<file path="config.mk">
export PLATFORM = sky130hd
export DESIGN_NAME = mcs4_sync_decoder
export DESIGN_NICKNAME = d
export VERILOG_FILES = /design/src/rtl/mcs4_timing_pkg.sv /design/src/rtl/mcs4_clk_edge.sv /design/src/rtl/mcs4_sync_decoder.sv
export SDC_FILE = /design/constraint.sdc
export NUM_CORES = 1
export LEC_CHECK = 0
export CAP_MARGIN = 15
export CORE_MARGIN = 3
export CORE_UTILIZATION = 48
export DETAILED_ROUTE_END_ITERATION = 6
export HOLD_SLACK_MARGIN = 0.15
export PLACE_DENSITY_LB_ADDON = 0.12
export SYNTH_ARGS = -nofsm -noshare
export SYNTH_HDL_FRONTEND = slang
export SYNTH_SLANG_ARGS = --single-unit
</file>
<file path="constraint.sdc">
create_clock -name sysclk -period 1.9 [get_ports sysclk]
set_clock_uncertainty 0.05 [all_clocks]
set_input_delay 0.19 -clock sysclk [delete_from_list [all_inputs] [get_ports sysclk]]
set_output_delay 0.19 -clock sysclk [all_outputs]
set_load 0.02 [all_outputs]
</file>
<file path="src/rtl/mcs4_timing_pkg.sv">
// Shared MCS-4 instruction timing definitions: subcycle phase codes and
// the sync-decoder lock states. Used by both the CPU-side phase generator
// and the peripheral-side sync decoder.
package mcs4_timing_pkg;

    // Subcycle phase codes, in bus order.
    localparam logic [2:0] PH_A1 = 3'd0;
    localparam logic [2:0] PH_A2 = 3'd1;
    localparam logic [2:0] PH_A3 = 3'd2;
    localparam logic [2:0] PH_M1 = 3'd3;
    localparam logic [2:0] PH_M2 = 3'd4;
    localparam logic [2:0] PH_X1 = 3'd5;
    localparam logic [2:0] PH_X2 = 3'd6;
    localparam logic [2:0] PH_X3 = 3'd7;

    // Sync decoder lock states.
    localparam logic [0:0] ST_HUNT   = 1'b0;
    localparam logic [0:0] ST_LOCKED = 1'b1;

    // One-hot strobe vector for a phase code; bit index equals phase code.
    function automatic logic [7:0] phase_onehot(input logic [2:0] ph);
        phase_onehot = 8'b0000_0001 << ph;
    endfunction

endpackage

</file>
<file path="src/rtl/mcs4_clk_edge.sv">
// clk1 rising-boundary detector. The history register comes out of reset
// high so a clk1 that is already high at reset release is not mistaken
// for a new subcycle.
module mcs4_clk_edge (
    input  logic sysclk,
    input  logic reset,
    input  logic clk1,
    output logic boundary
);

    logic clk1_d;

    // Registered copy of clk1, forced high while in reset.
    always_ff @(posedge sysclk) begin
        if (reset) begin
            clk1_d <= 1'b1;
        end else begin
            clk1_d <= clk1;
        end
    end

    assign boundary = clk1 & ~clk1_d;

endmodule

</file>
<file path="src/rtl/mcs4_sync_decoder.sv">
// Peripheral-side MCS-4 sync decoder. Rebuilds the eight-subcycle
// instruction timing (A1..X3) from clk1/clk2 and the CPU SYNC strobe,
// and reports lock status and SYNC timing violations.
module mcs4_sync_decoder
    import mcs4_timing_pkg::*;
#(
    parameter int MISS_LIMIT = 2
) (
    input  logic       sysclk,
    input  logic       reset,
    input  logic       clk1,
    input  logic       clk2,
    input  logic       sync,
    output logic       a1,
    output logic       a2,
    output logic       a3,
    output logic       m1,
    output logic       m2,
    output logic       x1,
    output logic       x2,
    output logic       x3,
    output logic [2:0] phase,
    output logic       locked,
    output logic       sync_err
);

    localparam logic [3:0] MISS_LIM = 4'(MISS_LIMIT);

    logic       boundary;
    logic       sync_q;
    logic       sync_seen;
    logic [0:0] state;
    logic [0:0] state_nx;
    logic [2:0] phase_r;
    logic [2:0] phase_nx;
    logic [2:0] miss_cnt;
    logic [2:0] miss_nx;
    logic [3:0] miss_inc;
    logic       err_nx;
    logic [7:0] strobe_r;
    logic [7:0] strobe_nx;

    mcs4_clk_edge u_clk_edge (
        .sysclk   (sysclk),
        .reset    (reset),
        .clk1     (clk1),
        .boundary (boundary)
    );

    // SYNC only counts while clk2 is low.
    assign sync_q   = sync & ~clk2;
    assign miss_inc = {1'b0, miss_cnt} + 4'd1;

    // Sticky SYNC flag; a boundary consumes it, and a qualified sample on
    // the boundary edge itself belongs to the subcycle that is starting.
    always_ff @(posedge sysclk) begin
        if (reset) begin
            sync_seen <= 1'b0;
        end else if (boundary) begin
            sync_seen <= sync_q;
        end else if (sync_q) begin
            sync_seen <= 1'b1;
        end
    end

    // Next-state decision, evaluated only on a clk1 boundary.
    always_comb begin
        state_nx = state;
        phase_nx = phase_r;
        miss_nx  = miss_cnt;
        err_nx   = 1'b0;
        if (boundary) begin
            case (state)
                ST_HUNT: begin
                    if (sync_seen) begin
                        state_nx = ST_LOCKED;
                        phase_nx = PH_A1;
                        miss_nx  = 3'd0;
                    end
                end
                default: begin
                    if (sync_seen) begin
                        // Normal realignment at X3, or early SYNC anywhere else.
                        err_nx   = (phase_r != PH_X3);
                        phase_nx = PH_A1;
                        miss_nx  = 3'd0;
                    end else if (phase_r != PH_X3) begin
                        phase_nx = phase_r + 3'd1;
                    end else begin
                        // Expected SYNC did not arrive during X3.
                        err_nx = 1'b1;
                        if (miss_inc >= MISS_LIM) begin
                            state_nx = ST_HUNT;
                            phase_nx = PH_A1;
                            miss_nx  = 3'd0;
                        end else begin
                            phase_nx = PH_A1;
                            miss_nx  = miss_inc[2:0];
                        end
                    end
                end
            endcase
        end
        strobe_nx = (state_nx == ST_LOCKED) ? phase_onehot(phase_nx) : 8'd0;
    end

    // Lock state, phase, miss counter and registered outputs.
    always_ff @(posedge sysclk) begin
        if (reset) begin
            state    <= ST_HUNT;
            phase_r  <= PH_A1;
            miss_cnt <= 3'd0;
            strobe_r <= 8'd0;
            sync_err <= 1'b0;
        end else begin
            state    <= state_nx;
            phase_r  <= phase_nx;
            miss_cnt <= miss_nx;
            strobe_r <= strobe_nx;
            sync_err <= err_nx;
        end
    end

    assign {x3, x2, x1, m2, m1, a3, a2, a1} = strobe_r;
    assign phase  = phase_r;
    assign locked = (state == ST_LOCKED);

endmodule
</file>
# Yosys cells after proc, flatten, opt, wreduce, memory -nomap -nowiden
# Index checks and enable logic that the tools add are counted.
[totals]
out_inout_bits = 13
ff_bits = 18
ram_bits = 0
in_bits = 5
mem_bits_ro = 0
elab_cells = 45
mem_count = 0
latchBits = 0
[classes]
add_sub_neg = 2
n_reduce_logical = 5
bitwise_logic = 7
n_eq_ne = 2
n_mul = 0
mux = 20
magnitude_cmp = 1
shift = 1
n_div = 0
[ops]
columns = ["cell", "count"]
rows = [
  ["2-to-1 mux 3 bit", 10],
  ["2-to-1 mux 1 bit", 10],
  ["<< shifter 1 x 3 -> 8 bit (first input constant)", 1],
  ["inverter 1 bit", 5],
  ["adder 3 x 1 -> 4 bit (second input constant)", 1],
  [">= comparator 4 x 2 -> 1 bit (second input constant)", 1],
  ["nonzero test 2 bit", 2],
  ["adder 3 x 1 -> 3 bit (second input constant)", 1],
  ["!= test 3 bit (second input constant)", 1],
  ["AND reduction 3 bit", 1],
  ["OR reduction 3 bit", 1],
  ["AND 1 bit", 2],
  ["!= test 2 bit (second input constant)", 1],
  ["OR reduction 2 bit", 1],
]

# Depth between registers and ports, before layout
[logic_depth]
ltp_word = 9
ltp_mapped = 8
ltp_nobuf = 8

# Modules after synthesis
# Synthesis repeated with hierarchy kept, for this count alone.
[hier_totals]
hier_cells = 90
area_unflattened_um2 = 820.8
[modules_own_cells]
columns = ["module", "cells_each", "area_each_um2", "n_inst", "seq_area_each_um2"]
rows = [
  ["mcs4_sync_decoder", 87, 788.3, 1, 340.3],
  ["mcs4_clk_edge", 3, 32.5, 1, 20.0],
]

# Least setup slack after synthesis
# Ideal clock, no wire load.
[synth_path]
kind = "register to register"
startpoint = "reg phase_r[0], in the netlist phase[0]"
endpoint = "reg miss_cnt[0]"
setup_time_ns = 0.064
synth_period_minus_slack_ns = 1.857
required_ns = 1.786
arrival_ns = 1.743
slack_ns = 0.043
stages_incl_launch_ff = 9
path_buffers = 0
path_cell_list = "dfxtp_1 ha_1 ha_1 inv_1 ha_1 nor4bb_1 nand3_1 mux2_2 nor2_1"
[synth_between]
elab_chain_cells = 3
[synth_lines]
columns = ["element", "line", "source"]
rows = [
  ["from (decl)", "mcs4_sync_decoder.sv:34", "logic [2:0] phase_r;"],
  ["from (signal assigned)", "mcs4_sync_decoder.sv:117", "phase_r <= phase_nx;"],
  ["!= test 3 bit", "mcs4_sync_decoder.sv:87", "end else if (phase_r != PH_X3) begin"],
  ["!= test 2 bit (no line)", "n/a", ""],
  ["AND reduction 3 bit (no line)", "n/a", ""],
  ["to (signal assigned)", "mcs4_sync_decoder.sv:118", "miss_cnt <= miss_nx;"],
  ["to (decl)", "mcs4_sync_decoder.sv:36", "logic [2:0] miss_cnt;"],
]
# No other way between the ends.
# A chain may end at the register's enable or synchronous reset.

# Worst setup path after layout
# Same ends and word-level chain as after synthesis.

==> metrics.json <==
{
  "run_status": {
    "status": "finished, final reports clean"
  },
  "placement": {
    "gp_congestion": 0.752,
    "dp_hpwl_mm": 1.21,
    "port_buffers": 17,
    "placement.setup.worst_slack_ns": 0.0895
  },
  "synth": {
    "area_fraction_in_and_or_nand_and_nor_cells_after_synthesis_pct": 27.1,
    "main_combinational_cell_family_by_area_after_synthesis": "simple AND/OR/NAND/NOR gates",
    "postSynthAreaPerCell_um2": 10.1,
    "synth.yosys.seq_area_share_pct": 43.4,
    "post_synth_xor_area_fraction_pct": 1.05,
    "yosys.cell_count.top_type": "dfxtp_1",
    "synthDominantCellAreaShare_pct": 43.4,
    "synth.area.top_cells": "dfxtp_1 (43%), ha_1 (7.5%), nor3_1 (6.0%)",
    "yosys_register_bits": 18,
    "ys_top_cells_by_count": "dfxtp_1 (18), nor3_1 (10), ha_1 (5), nand2_1 (5)",
    "synth_ff_type": "dfxtp_1",
    "synth_nets": 92,
    "postSynth.asyncResetShare_pct": 0,
    "synth-compound-area-share_pct": 15.1,
    "synth.mux.area_fraction_pct": 1.36,
    "ys.warnings.count": 0,
    "number_of_different_library_cells_in_the_post_synthesis_netlist": 32,
    "synthAdderAreaFrac_pct": 7.53,
    "number_of_enable_type_register_cells_in_the_synthesized_netlist": 0,
    "netlist.top_cell.by_area": "dfxtp_1",
    "syn_area_um2": 831,
    "synthesis.instances": 82
  },
  "sta": {
    "fin_setup_tns_ns": 0,
    "hold_violations": 0,
    "fmax_mhz": 566,
    "setup_slack_ns": 0.132,
    "timing.final.crit_share_pct": 93.1,
    "grt_setup_unrepaired": "yes",
    "setup_viol": 0,
    "fin_hold_ws_ns": 0.437,
    "maxSlewHeadroom_pct": 80.0,
    "period_minus_slack_ns": 1.77,
    "timing_max_transition_violations_final": 0,
    "worstMarginPinSlew_ns": 0.298
  },
  "floorplan": {
    "core_um2": 1560,
    "number_of_placement_rows": 14,
    "die_width_um": 47.6,
    "design.die.area_um2": 2270,
    "start_util_pct": 53.3,
    "die_h_um": 47.6,
    "top_level_i_o_count": 18
  },
  "pwr": {
    "ir_worst_vdd_mv": 0.409,
    "p_leak_nw": 0.374,
    "total_power_mw": 0.665,
    "p_per_area_nw_per_um2": 616
  },
  "detailed_routing": {
    "drt_first_iter_violations": 14,
    "route.detailed.drc": 0,
    "drt_total_wl_mm": 1.59,
    "routed_via_density": 5.38,
    "antenna_violating_nets_post_route": 0,
    "vias": 646,
    "drt_first_pass_iters": 4,
    "wl_per_instance_um": 13.3
  },
  "global_routing": {
    "grt.total_usage_pct": 16.6,
    "grt_max_degree": 11,
    "global_route_wire_length_before_repair_mm": 2.62,
    "globalRouteOverflowTotal": 0,
    "grt_pass1_vias": 604,
    "antenna_found_initial": 0
  },
  "clocking": {
    "number_of_buffers_added_to_fix_hold_violations_after_cts": 0,
    "htreeDepth": 1,
    "clk-insertion-delay-late_ns": 0.29,
    "cts-root-buf": "clkbuf_4",
    "cts_tree": "built",
    "cts_inserted_buffers": 3,
    "cts-root-to-sink-buffers": 2,
    "clock-sinks": 18,
    "clk_transition_reported_paths_ns": 0.10
  },
  "setup_path": {
    "crit_path_top_cell_by_count": "ha_1",
    "critical_path_peak_fanout": 5,
    "timing.critical_path.from_type": "flip-flop",
    "worst_ep_required_time_ns": 2.09,
    "timing.critical_path.buf_inv": 1,
    "cp_top_family": "adder cells",
    "critPathMaxStageDelay_ns": 0.38,
    "timing.reg2reg.setup_slack_ns": 0.13,
    "timing.critical_path.slowest_stage_cell": "dfxtp_4",
    "crit_arrival_ns": 1.95,
    "timing.setup.critical_path_class": "reg -> reg",
    "crit_chain": "ha_1, ha_2, inv_1, ha_1, nor4bb_1, nand3_1, mux2_2, nor2_1",
    "crit_path_end_kind": "flip-flop"
  },
  "min_path": {
    "min_path_type": "reg -> reg"
  },
  "cells_and_area": {
    "area_delta_synth_final_pct": 29.8,
    "fillCellCount": 122,
    "final_core_utilization_pct": 69.2,
    "nNetsFinal": 115,
    "antennaDiodeCount": 0,
    "layout-drive-gt1-share_pct": 21.2
  },
  "flow_run": {
    "cap_violations": 0
  }
}
## state kept, by name (all words and copies together) (netlist names)
name               flops
strobe_r               8
u_clk_edge.clk1_d      1
phase                  3
locked                 1
miss_cnt               3
sync_seen              1
sync_err               1
## path summary, 6_finish.rpt
path / start / to / depth (start not counted)
worst max register to register: phase[0]$_SDFF_PP0_ / miss_cnt[0]$_SDFFE_PP0P_ / 8
worst min-delay path: miss_cnt[1]$_SDFFE_PP0P_ / miss_cnt[1]$_SDFFE_PP0P_ / 2
worst min register to register: miss_cnt[1]$_SDFFE_PP0P_ / miss_cnt[1]$_SDFFE_PP0P_ / 2
worst max-delay path: phase[0]$_SDFF_PP0_ / miss_cnt[0]$_SDFFE_PP0P_ / 8
## cells in the final DEF, fill, tap and decap left out, drive strengths merged, types with 2 or more instances in the layout
cell type      Yosys  routed
nor3              10      10
nor4bb             2       2
buf                3       4
and2               3       3
nor2               4       4
inv                4       4
clkbuf             0       4
nor3b              2       2
ha                 5       5
dfxtp             18      18
clkdlybuf4s50      0      17
o21a               2       2
o21ai              2       2
a21oi              5       5
nand2b             2       2
nand2              5       5
nand4b             2       2
## cell families (layout without fill, tap and decap cells)
family | count (synthesis) | after routing
adder cells (fa/ha/maj) | 5 | 5
multiplexers | 1 | 1
AO/OA/AOI/OAI | 14 | 14
AND/OR/NAND/NOR | 36 | 36
flip-flops | 18 | 18
XOR/XNOR | 1 | 1
buffers and inverters | 7 | 29
## stage by stage
stage / instances / instance area (um^2)
after floorplan: 82 / 831
after global placement: 116 / 1030
after detailed placement: 116 / 1030
after CTS: 120 / 1060
after global routing: 120 / 1080
final: 120 / 1080
## power by group
group | internal, mW | leakage, nW | total (mW) | switching [mW]
Clock | 0.117 | 0.0210 | 0.232 | 0.115
Sequential | 0.380 | 0.147 | 0.384 | 0.00396
Combinational | 0.0239 | 0.206 | 0.0485 | 0.0246
## final cells by class
cell class | instances | area (um^2) | area share, %
Inverter | 4 | 15.0 | 1.39
Timing Repair Buffer | 21 | 200 | 18.6
Sequential cell | 18 | 367 | 34.0
Tap cell | 16 | 20.0 | 1.86
Clock buffer | 4 | 36.3 | 3.36
Multi-Input combinational cell | 57 | 440 | 40.8
## metal layers
metal	up-vias	share of wire (%)	GRT usage [%]	wire, um
li1	335	-	-	-
met2	20	46	26.5	735
met5	-	0	0	0
met1	289	48	22.6	764
met3	2	4.5	3.38	72
met4	0	1.3	4.84	21
## worst reg2reg max path: cells and delay by family, from the launching register on
kind | cells | cell delay (ns)
adders and majority gates | 3 | 0.54
buffers and inverters | 1 | 0.05
DFF | 1 | 0.38
muxes | 1 | 0.27
and+or+nand+nor | 3 | 0.45
## repair_timing
action | CTS | global route
endpoints found under the setup margin | 0 | 3
gates resized for setup | 0 | 6
buffers inserted | 0 | 0
Note: power is estimated with default switching activity, not from simulation.
